[config.mk]
export PLATFORM = sky130hd
export DESIGN_NAME = reflet_int_ctrl
export DESIGN_NICKNAME = d
export VERILOG_FILES = /design/src/rtl/reflet_int_ctrl.sv
export SDC_FILE = /design/constraint.sdc
export NUM_CORES = 1
export LEC_CHECK = 0
export ABC_AREA = 0
export CELL_PAD_IN_SITES_DETAIL_PLACEMENT = 0
export CELL_PAD_IN_SITES_GLOBAL_PLACEMENT = 1
export CORE_MARGIN = 2
export CORE_UTILIZATION = 40
export CTS_CLUSTER_DIAMETER = 60
export CTS_CLUSTER_SIZE = 40
export DETAILED_ROUTE_END_ITERATION = 7
export PLACE_DENSITY_LB_ADDON = 0.1
export SLEW_MARGIN = 20
export SYNTH_ARGS = -nofsm -noshare
export SYNTH_HDL_FRONTEND = slang
export SYNTH_SLANG_ARGS = --single-unit
[constraint.sdc]
create_clock -name clk -period 6.1 [get_ports clk]
set_input_delay 1.525 -clock clk [delete_from_list [all_inputs] [get_ports clk]]
set_output_delay 1.525 -clock clk [all_outputs]
set_load 0.1 [all_outputs]
[src/rtl/reflet_int_ctrl.sv]
// Interrupt controller: synchronises 8 sources, latches edges, routes enabled
// pending sources onto 4 prioritised request lines, and serves claim reads.
module reflet_int_ctrl #(
    parameter int wordsize = 16
) (
    input  logic                clk,
    input  logic                reset,
    input  logic [7:0]          src,
    input  logic [2:0]          addr,
    input  logic [wordsize-1:0] data_in,
    input  logic                write_en,
    input  logic                read_en,
    output logic [wordsize-1:0] data_out,
    output logic [3:0]          ext_int
);

    logic [7:0]          s1_q, s2_q, s3_q;
    logic [7:0]          en_q, en_d;
    logic [7:0]          mode_q, mode_d;
    logic [15:0]         route_q, route_d;
    logic [7:0]          pend_q, pend_d;
    logic [wordsize-1:0] data_out_q, data_out_d;
    logic [3:0]          ext_q, ext_d;

    logic [7:0]       rise, eff, act, clr, pclr;
    logic [3:0]       clm_vld;
    logic [3:0][2:0]  clm_id;
    logic             clm_hit;
    logic [wordsize-1:0] rdata;

    assign rise = s2_q & ~s3_q;
    // Edge-mode sources use the latch, level-mode sources follow the synchronised input.
    assign eff  = (mode_q & pend_q) | (~mode_q & s2_q);
    assign act  = en_q & eff;

    always_comb begin
        for (int n = 0; n < 4; n++) begin
            clm_vld[n] = 1'b0;
            clm_id[n]  = 3'd0;
            for (int i = 7; i >= 0; i--) begin
                if (act[i] && route_q[2*i +: 2] == 2'(n)) begin
                    clm_vld[n] = 1'b1;
                    clm_id[n]  = 3'(i);
                end
            end
        end
    end

    assign ext_d   = clm_vld;
    assign clm_hit = read_en & addr[2] & clm_vld[addr[1:0]];
    assign clr     = clm_hit ? (8'b1 << clm_id[addr[1:0]]) : 8'h00;

    always_comb begin
        rdata = '0;
        case (addr)
            3'd0: rdata[7:0]  = en_q;
            3'd1: rdata[7:0]  = mode_q;
            3'd2: rdata[7:0]  = eff;
            3'd3: rdata[15:0] = route_q;
            default: begin
                if (clm_vld[addr[1:0]]) begin
                    rdata[wordsize-1] = 1'b1;
                    rdata[2:0]        = clm_id[addr[1:0]];
                end
            end
        endcase
    end

    always_comb begin
        en_d    = en_q;
        mode_d  = mode_q;
        route_d = route_q;
        pclr    = clr;
        if (write_en) begin
            case (addr)
                3'd0:    en_d    = data_in[7:0];
                3'd1:    mode_d  = data_in[7:0];
                3'd2:    pclr    = clr | data_in[7:0];
                3'd3:    route_d = data_in[15:0];
                default: ;
            endcase
        end
        // A fresh rise wins over any clear; leaving edge mode drops the latch.
        pend_d     = ((pend_q & ~pclr) | rise) & mode_d;
        data_out_d = read_en ? rdata : data_out_q;
    end

    always_ff @(posedge clk or negedge reset) begin
        if (!reset) begin
            s1_q       <= '0;
            s2_q       <= '0;
            s3_q       <= '0;
            en_q       <= '0;
            mode_q     <= '0;
            route_q    <= '0;
            pend_q     <= '0;
            data_out_q <= '0;
            ext_q      <= '0;
        end else begin
            s1_q       <= src;
            s2_q       <= s1_q;
            s3_q       <= s2_q;
            en_q       <= en_d;
            mode_q     <= mode_d;
            route_q    <= route_d;
            pend_q     <= pend_d;
            data_out_q <= data_out_d;
            ext_q      <= ext_d;
        end
    end

    assign data_out = data_out_q;
    assign ext_int  = ext_q;

    if (wordsize > 16) begin : g_hi
        logic unused_hi;
        assign unused_hi = ^data_in[wordsize-1:16];
    end

endmodule
==> run_results.csv <==
group,metric,value,unit
yosys,yosys.area_share.simple,0.1898,
drt,post-route-drc-count,0,
critical_path,criticalPathCategory,"in2reg",
clock_network,cts_buffers,9,
layout,fillCellCount,970,
clock_network,cts_tree,"done",
layout,share_of_layout_cells_above_drive_strength_1,0.1894,
critical_path,critical_path.max_stage_delay,1.04,ns
sta,final-hold-violation-count,0,
sta,skew,0.007737,ns
die,placeableCoreArea,10370,um^2
place,globalplace.congestion,0.7955,
drt,routedWlPerCell,19.54,um
clock_network,cts-resized-gates,0,
drt,vias_per_cell,5.682,
yosys,synth-compound-area-share,0.1360,
min_path,min-delay-start,"s1_q[7]",
critical_path,r2r_start,"mode_q[6]",
critical_path,worst_reg_to_reg_setup_slack,3.18,ns
sta,maxSlewHeadroom,0.3187,
die,die_boundary_width,107.4,um
power_and_ir_drop,max-vdd-ir-drop,0.0002445,V
yosys,synthTopCellsByArea,"sky130_fd_sc_hd__dfrtp_1, sky130_fd_sc_hd__mux2_2, sky130_fd_sc_hd__nand2_1",
sta,fin_tns_setup,0,ns
layout,final_area,5095,um^2
sta,worst_slew_pin_slew,1.019,ns
global_route,grt_overflow,0,
yosys,synthesized_netlist_net_count,390,
place,place_area,4892,um^2
clock_network,post_cts_hold_buffer_count,0,
critical_path,cp_slowest_cell,"sky130_fd_sc_hd__clkdlybuf4s50_1",
power_and_ir_drop,power_density,342.8,nW/um^2
layout,num_antenna_cells,0,
min_path,min_path_type,"reg2reg",
flow_run,max-cap-violations,0,
sta,achievable-frequency,257.2,MHz
critical_path,cp_max_fo,20,
die,die-area,11540,um^2
layout,multi_input_comb_area,2073,um^2
sta,grt_setup_unrepaired,"false",
yosys,synth_area_per_cell,11.92,um^2
yosys,synth-adder-area-share,0,
yosys,postSynthRegisterBits,84,
yosys,post-synth-top-area-cell,"sky130_fd_sc_hd__dfrtp_1",
clock_network,cts_setup_buffers,0,
critical_path,crit-reg2reg-capture,"data_out[0]",
layout,finish.net_count,443,
power_and_ir_drop,cellLeakagePower,2.058,nW
place,dp.final_hpwl,8032,um
yosys,mappedNetlistArea,4278,um^2
global_route,grt_pass1_vias,3170,
yosys,synth_enable_flop_cells,0,
yosys,post_synth_top_flop,"sky130_fd_sc_hd__dfrtp_1",
yosys,synth_async_sr_flop_share,1.000,
critical_path,critPathLaunchType,"input pin",
critical_path,worst-r2r-cell-count,7,
sta,finalMaxSlewViolations,0,
clock_network,clk_root_buffer_cell,"sky130_fd_sc_hd__clkbuf_8",
yosys,synth_top_family_by_area,"simple AND/OR/NAND/NOR gates",
global_route,pin_count_of_the_biggest_net_entering_global_routing,85,
sta,finalCritPeriodShare,0.6375,
clock_network,cts.path.max_buffers,2,
drt,via_total_after_detailed_routing,3142,
global_route,antenna_found_initial,0,
yosys,synthesis.instances,359,
yosys,synthDominantCellAreaShare,0.4914,
global_route,grt_pass1_wl,17420,um
die,start_util,0.4125,
die,rows,37,
clock_network,worst_setup_hold_path_clk_slew,0.09,ns
die,ioPinCount,51,
sta,final_count_of_negative_setup_slack_endpoints,0,
critical_path,critPathRequiredTime,6.34,ns
drt,drt_iter0_drc,204,
drt,postRouteWirelength,10810,um
yosys,synth_seq_area_share,0.4914,
drt,drtAntennaViolNets,0,
yosys,yosys.area_share.xor_xnor,0.004095,
clock_network,worstSkewPairLatency,0.36,ns
clock_network,cts.htree.levels,3,
yosys,yosysUniqueCellTypes,66,
run_status,run_status,"completed",
critical_path,crit_chain,"clkdlybuf4s50_1 > xnor2_1 > nand4_1 > and3_1 > a221o_1 > nand2_1 > nor2_2 > o41a_1",
place,io_buffers,50,
yosys,yosysWarnings,0,
min_path,hold_end,"s2_q[7]",
critical_path,timing.critical_path.to_type,"flop",
critical_path,crit_arrival,4.12,ns
sta,finalCriticalPeriod,3.889,ns
yosys,post_synth_mux_area_share,0.1547,
die,chipHeight,107.4,um
drt,firstDrtPassIters,4,
layout,area_delta_synth_final,19.10,%
min_path,depth_of_the_worst_hold_timing_path,0,
layout,register_area,2102,um^2
clock_network,cts.sink_count,84,
global_route,global_route.usage.total,0.2009,
-- worst max-delay path: cells and delay by family --
| family | cells | cell delay, ns |
|---|---|---|
| buffers and inverters | 1 | 1.04 |
| and+or+nand+nor | 4 | 0.58 |
| AOI/OAI and AO/OA | 2 | 0.78 |
| xor gates and xnor gates | 1 | 0.19 |
-- Yosys cell counts, types with 7 or more instances --
library cell               number
sky130_fd_sc_hd__a22o_1         7
sky130_fd_sc_hd__o21ai_0       10
sky130_fd_sc_hd__a21oi_1       10
sky130_fd_sc_hd__nand2_1       27
sky130_fd_sc_hd__nor2_1        14
sky130_fd_sc_hd__dfrtp_1       84
sky130_fd_sc_hd__a21boi_0       8
sky130_fd_sc_hd__mux2_2        35
sky130_fd_sc_hd__nor3_1        10
sky130_fd_sc_hd__nand3_1       10
sky130_fd_sc_hd__mux2i_1        8
sky130_fd_sc_hd__nand4_1        8
sky130_fd_sc_hd__nor2b_1        7
-- report_power, final --
group / internal, mW / switching [mW] / total, mW
combinational: 0.220 / 0.367 / 0.587
sequential: 0.643 / 0.104 / 0.747
clock: 0.193 / 0.219 / 0.413
total: 1.06 / 0.690 / 1.75
-- logic make-up (layout without fill, tap and decap cells) --
logic type      Yosys count  in the layout
simple gates            127            127
buf+inv                  16             74
compound gates           77             77
mux                      53             53
flops                    84             84
xor+xnor                  2              2
-- cells in the final DEF (no fill, tap or decap), types with 6 or more instances in the layout --
master	n
sky130_fd_sc_hd__o21ai_0	10
sky130_fd_sc_hd__clkbuf_8	9
sky130_fd_sc_hd__nor2_1	14
sky130_fd_sc_hd__nand4_1	8
sky130_fd_sc_hd__mux2i_1	8
sky130_fd_sc_hd__nand2_1	27
sky130_fd_sc_hd__mux2_2	35
sky130_fd_sc_hd__clkdlybuf4s50_1	49
sky130_fd_sc_hd__a22o_1	7
sky130_fd_sc_hd__nor2b_1	7
sky130_fd_sc_hd__a21oi_1	10
sky130_fd_sc_hd__nor3_1	10
sky130_fd_sc_hd__o211ai_1	6
sky130_fd_sc_hd__dfrtp_1	84
sky130_fd_sc_hd__nand3_1	10
sky130_fd_sc_hd__a21boi_0	8
-- final cells by class --
cell class                 instances  share of cell area
clock buffer                      10             0.02505
clock inverter                     6             0.01400
inverter                           3            0.002210
multi-input combinational        259              0.4069
sequential                        84              0.4126
tap                              136             0.03340
timing repair buffer              55              0.1058
-- state kept, by name, indices dropped and copies added (netlist names) --
name      flops
en_q          8
s1_q          8
data_out     16
ext_int       4
pend_q        8
s2_q          8
mode_q        8
route_q      16
s3_q          8
-- stage by stage --
stage	cells	power, mW	util	worst slack [ns]	hold slack, ns
6_report	553	1.747	0.4913	2.211	0.3554
5_1_grt	553	1.833	0.4913	2.082	0.3630
4_1_cts	553	1.757	0.4910	2.221	0.3582
3_5_place_dp	537	1.344	0.4718	1.858	0.3363
3_3_place_gp	537	1.336	0.4718	1.932	0.3346
2_1_floorplan	359	1.163	-	2.933	0.3312
-- worst max-delay path by stage --
stage                  from          end  slack (ns)  cells after the start
floorplan           addr[0]  data_out[7]        2.93                      7
global placement    addr[1]    pend_q[4]        1.93                      8
detailed placement  addr[1]    pend_q[4]        1.86                      8
CTS                 addr[1]    pend_q[4]        2.22                      8
global route        addr[1]    pend_q[4]        2.08                      8
finish              addr[1]    pend_q[4]        2.21                      8
-- layer usage --
metal	track usage	up-vias	share of wire	wire length, um
met2	0.3241	67	0.47	5087
met1	0.2860	1577	0.48	5136
met5	0	-	0	0
li1	-	1485	-	-
met3	0.02542	13	0.041	446
met4	0.05495	0	0.013	138
Power figures use the tool's default switching activity.
==> patch 1: new RTL, config.mk and constraints unchanged <==
Register the output `data_out` once more, without a reset; this adds one clock of latency there. The other outputs are not delayed to match.
--- a/src/rtl/reflet_int_ctrl.sv
+++ b/src/rtl/reflet_int_ctrl.sv
@@ -109,7 +109,9 @@
         end
     end
 
-    assign data_out = data_out_q;
+    always_ff @(posedge clk) begin
+        data_out <= data_out_q;
+    end
     assign ext_int  = ext_q;
 
     if (wordsize > 16) begin : g_hi
Function: changed (a bounded check fails within 4 cycles, from zero or initial values and one cycle with reset low).
==> patch 1 against the unedited design <==
- synthesized area grew 1.2%
- sequential cell count grew 16
- setup slack lost 0.16 ns
- wire length shrank 4.1%
- power grew 6.5%
- fmax shrank 3.9%
- design area grew 2.1%
- largest cell class unchanged
==> patch 1: results <==
[outcome]
status = finished clean

[critical_path]
cp.arrival_ns = 4.28
rr_startpoint = mode_q[4]

[power]
p_leak_nw = 2.150
p_sw_share_pct = 35.81
power_frac_comb_pct = 29.4
seqPwrFrac_pct = 45.8
power_density_nw_per_um2 = 357.5
ir_drop_v = 0.0002452

[routing]
met3WireLength_um = 507
wl_met1_um = 4981
met2_length_um = 4753
routed_wl_um = 10370

[logic_synthesis]
yosys.cell_types.count = 54
synth_compound_area_share_pct = 12.66
async_flop_share_pct = 84.00
netlist_instances = 356
synth_xor_area_share_pct = 0.4047
synth_commonest_cells = 84 x dfrtp_1, 33 x mux2_2, 22 x nand2_1, 20 x nor2_1, 16 x dfxtp_1
synthMuxAreaShare_pct = 13.67
ys_seq_area_share_pct = 55.97

[global_routing]
grt_pass1_wl_um = 16630
grt_use_total_pct = 19.03
grt_max_degree = 51

[placed_design]
dp.final_hpwl_um = 7706
pre_cts_slack_ns = 1.715
detailed_place.area_sq_um = 4986
place.gp.congestion = 0.8728
dp.cells = 536

[layout]
drive_above_1_share_pct = 16.11
fillers = 980

[timing]
tightest_slew_ns = 1.065
clock_skew_ns = 0.006377
==> patch 1: changes by cell type in the layout (fill, tap and decap cells not counted), sizes merged, moves of 4 or more <==
cell	change
nand2	-5
nand4b	-4
dfxtp	+16
nor2	+4
a31oi	+4
o31a	-4
a21boi	-4
nand4	-8
==> patch 1: final timing paths <==
check | end | slack, ns | cells after the start
max | pend_q[2] | 2.06 | 6
min | s2_q[7] | 0.36 | 0
max reg2reg | pend_q[2] | 2.97 | 8
min reg2reg | s2_q[7] | 0.36 | 0
max in group asynchronous | mode_q[2] | 4.01 | 2
min in group asynchronous | data_out_q[12] | 1.10 | 1
==> patch 1: per-layer routing <==
metal	global-route usage, %	up-vias
met4	4.762	0
met1	27.19	1546
met2	29.02	84
met3	4.882	11
li1	-	1444
met5	0	-
==> patch 1: cell type report <==
| cell class | count | area [sq um] | area share (%) |
|---|---|---|---|
| clock inverter | 5 | 83.83 | 1.612 |
| timing repair buffer | 52 | 513.0 | 9.863 |
| clock buffer | 11 | 131.4 | 2.526 |
| sequential | 100 | 2422 | 46.57 |
| tap | 136 | 170.2 | 3.272 |
| inverter | 7 | 26.28 | 0.5052 |
| multi-input combinational | 241 | 1854 | 35.65 |
==> patch 1: critical path, stage by stage <==
cell	delay, ns
clkdlybuf4s50_1	0.89
nand2b_1	0.43
nor2_1	0.77
mux2_2	0.43
a21bo_2	0.19
a31oi_1	0.03
==> patch 1: kinds of logic (layout without fill, tap and decap cells) <==
| kind of cell | count (synthesis) | count (layout) |
|---|---|---|
| flip-flops | 100 | 100 |
| multiplexers | 49 | 49 |
| AND/OR/NAND/NOR | 114 | 114 |
| buffers and inverters | 15 | 75 |
| AO/OA/AOI/OAI | 76 | 76 |
| XOR/XNOR | 2 | 2 |
==> patch 2: new RTL, config.mk and constraints unchanged <==
Without the edit above. The parameter `wordsize` goes from 16 to 32.
--- a/src/rtl/reflet_int_ctrl.sv
+++ b/src/rtl/reflet_int_ctrl.sv
@@ -1,7 +1,7 @@
 // Interrupt controller: synchronises 8 sources, latches edges, routes enabled
 // pending sources onto 4 prioritised request lines, and serves claim reads.
 module reflet_int_ctrl #(
-    parameter int wordsize = 16
+    parameter int wordsize = 32
 ) (
     input  logic                clk,
     input  logic                reset,
Ports: changed (resized data_in and data_out); port bits go from 51 to 83. No check against the original RTL was run, so the function may have changed too.
==> patch 2 against the unedited design <==
- clock power shrank 10%
- non-clock buffer count shrank 1
- sequential power shrank 0.5%
- sequential share of layout area grew 0.98 points
- setup slack gained 0.071 ns
- wire length shrank 1.4%
- power shrank 0.77%
- final cell count shrank 0.36%
- design area shrank 1.2%
- first-iteration DRC count shrank 12%
- synthesized area shrank 0.53%
- sequential cell count grew 1
- critical path type unchanged
- largest cell class unchanged
==> patch 2: results <==
[critical_path]
cp-startpoint = addr[0]
crit_family = simple AND/OR/NAND/NOR gates
crit_slowest_cell = nor4_1
critPathMaxStageDelay_ns = 0.80
cp.arrival_ns = 4.09

[global_routing]
grt.met2_usage_pct = 31.46
grt_pass1_vias = 3006
grt_use_total_pct = 19.88
use_met1_pct = 27.59
grt_max_degree = 59
grt_pass1_wl_um = 16790

[routing]
met2_length_um = 5028
drt_iter0_drc = 179
wl_met1_um = 4843
wl_per_cell_um = 19.33
met3WireLength_um = 661
viasPerCell = 5.603

[power]
p_leak_nw = 2.068
total_power_mw = 1.733
seqPwrFrac_pct = 42.9
ir_drop_v = 0.0002558
p_sw_share_pct = 40.96

[logic_synthesis]
ys_seq_area_share_pct = 49.99
yosys.cell_types.count = 67

[layout]
final_area_sq_um = 5036
fin_util_pct = 48.78
nets = 457
num-multi-input-gates = 257
seq_share_pct = 42.24
fillers = 957
drive_above_1_share_pct = 20.00
buffer_area_share_pct = 10.53
final_cell_count_no_fill = 551
buffers = 54

[placed_design]
detailed_place.area_sq_um = 4853
pre_cts_slack_ns = 1.916
dp.cells = 535
place.gp.congestion = 0.9576

[timing]
tightest_slew_ns = 1.069
clock_skew_ns = 0.01195

[outcome]
status = finished clean

[hold_path]
hp-start = s1_q[0]

[clocking]
cts_sinks = 85
==> patch 2: cell count changes after synthesis, sizes merged, moves of 5 or more <==
cell	delta
a22o	+6
mux2i	-9
nand2	-13
o2bb2ai	-5
buf	+16
==> patch 2: path summary, 6_finish.rpt <==
check / cells after the start / endpoint / slack, ns
setup / recovery: 8 / data_out[0] / 2.28
hold / removal: 0 / s2_q[0] / 0.35
setup reg to reg: 7 / data_out[0] / 3.35
hold reg to reg: 0 / s2_q[0] / 0.35
max in group asynchronous: 2 / route_q[6] / 4.01
min in group asynchronous: 1 / en_q[4] / 1.06
==> patch 2: kinds of logic after synthesis <==
logic type,count (synthesis),share of synthesized area (%)
compound gates,84,14.70
buf+inv,29,3.911
simple gates,107,15.97
xor+xnor,2,0.4117
flops,85,49.99
other cells,1,0.08812
mux,49,14.94
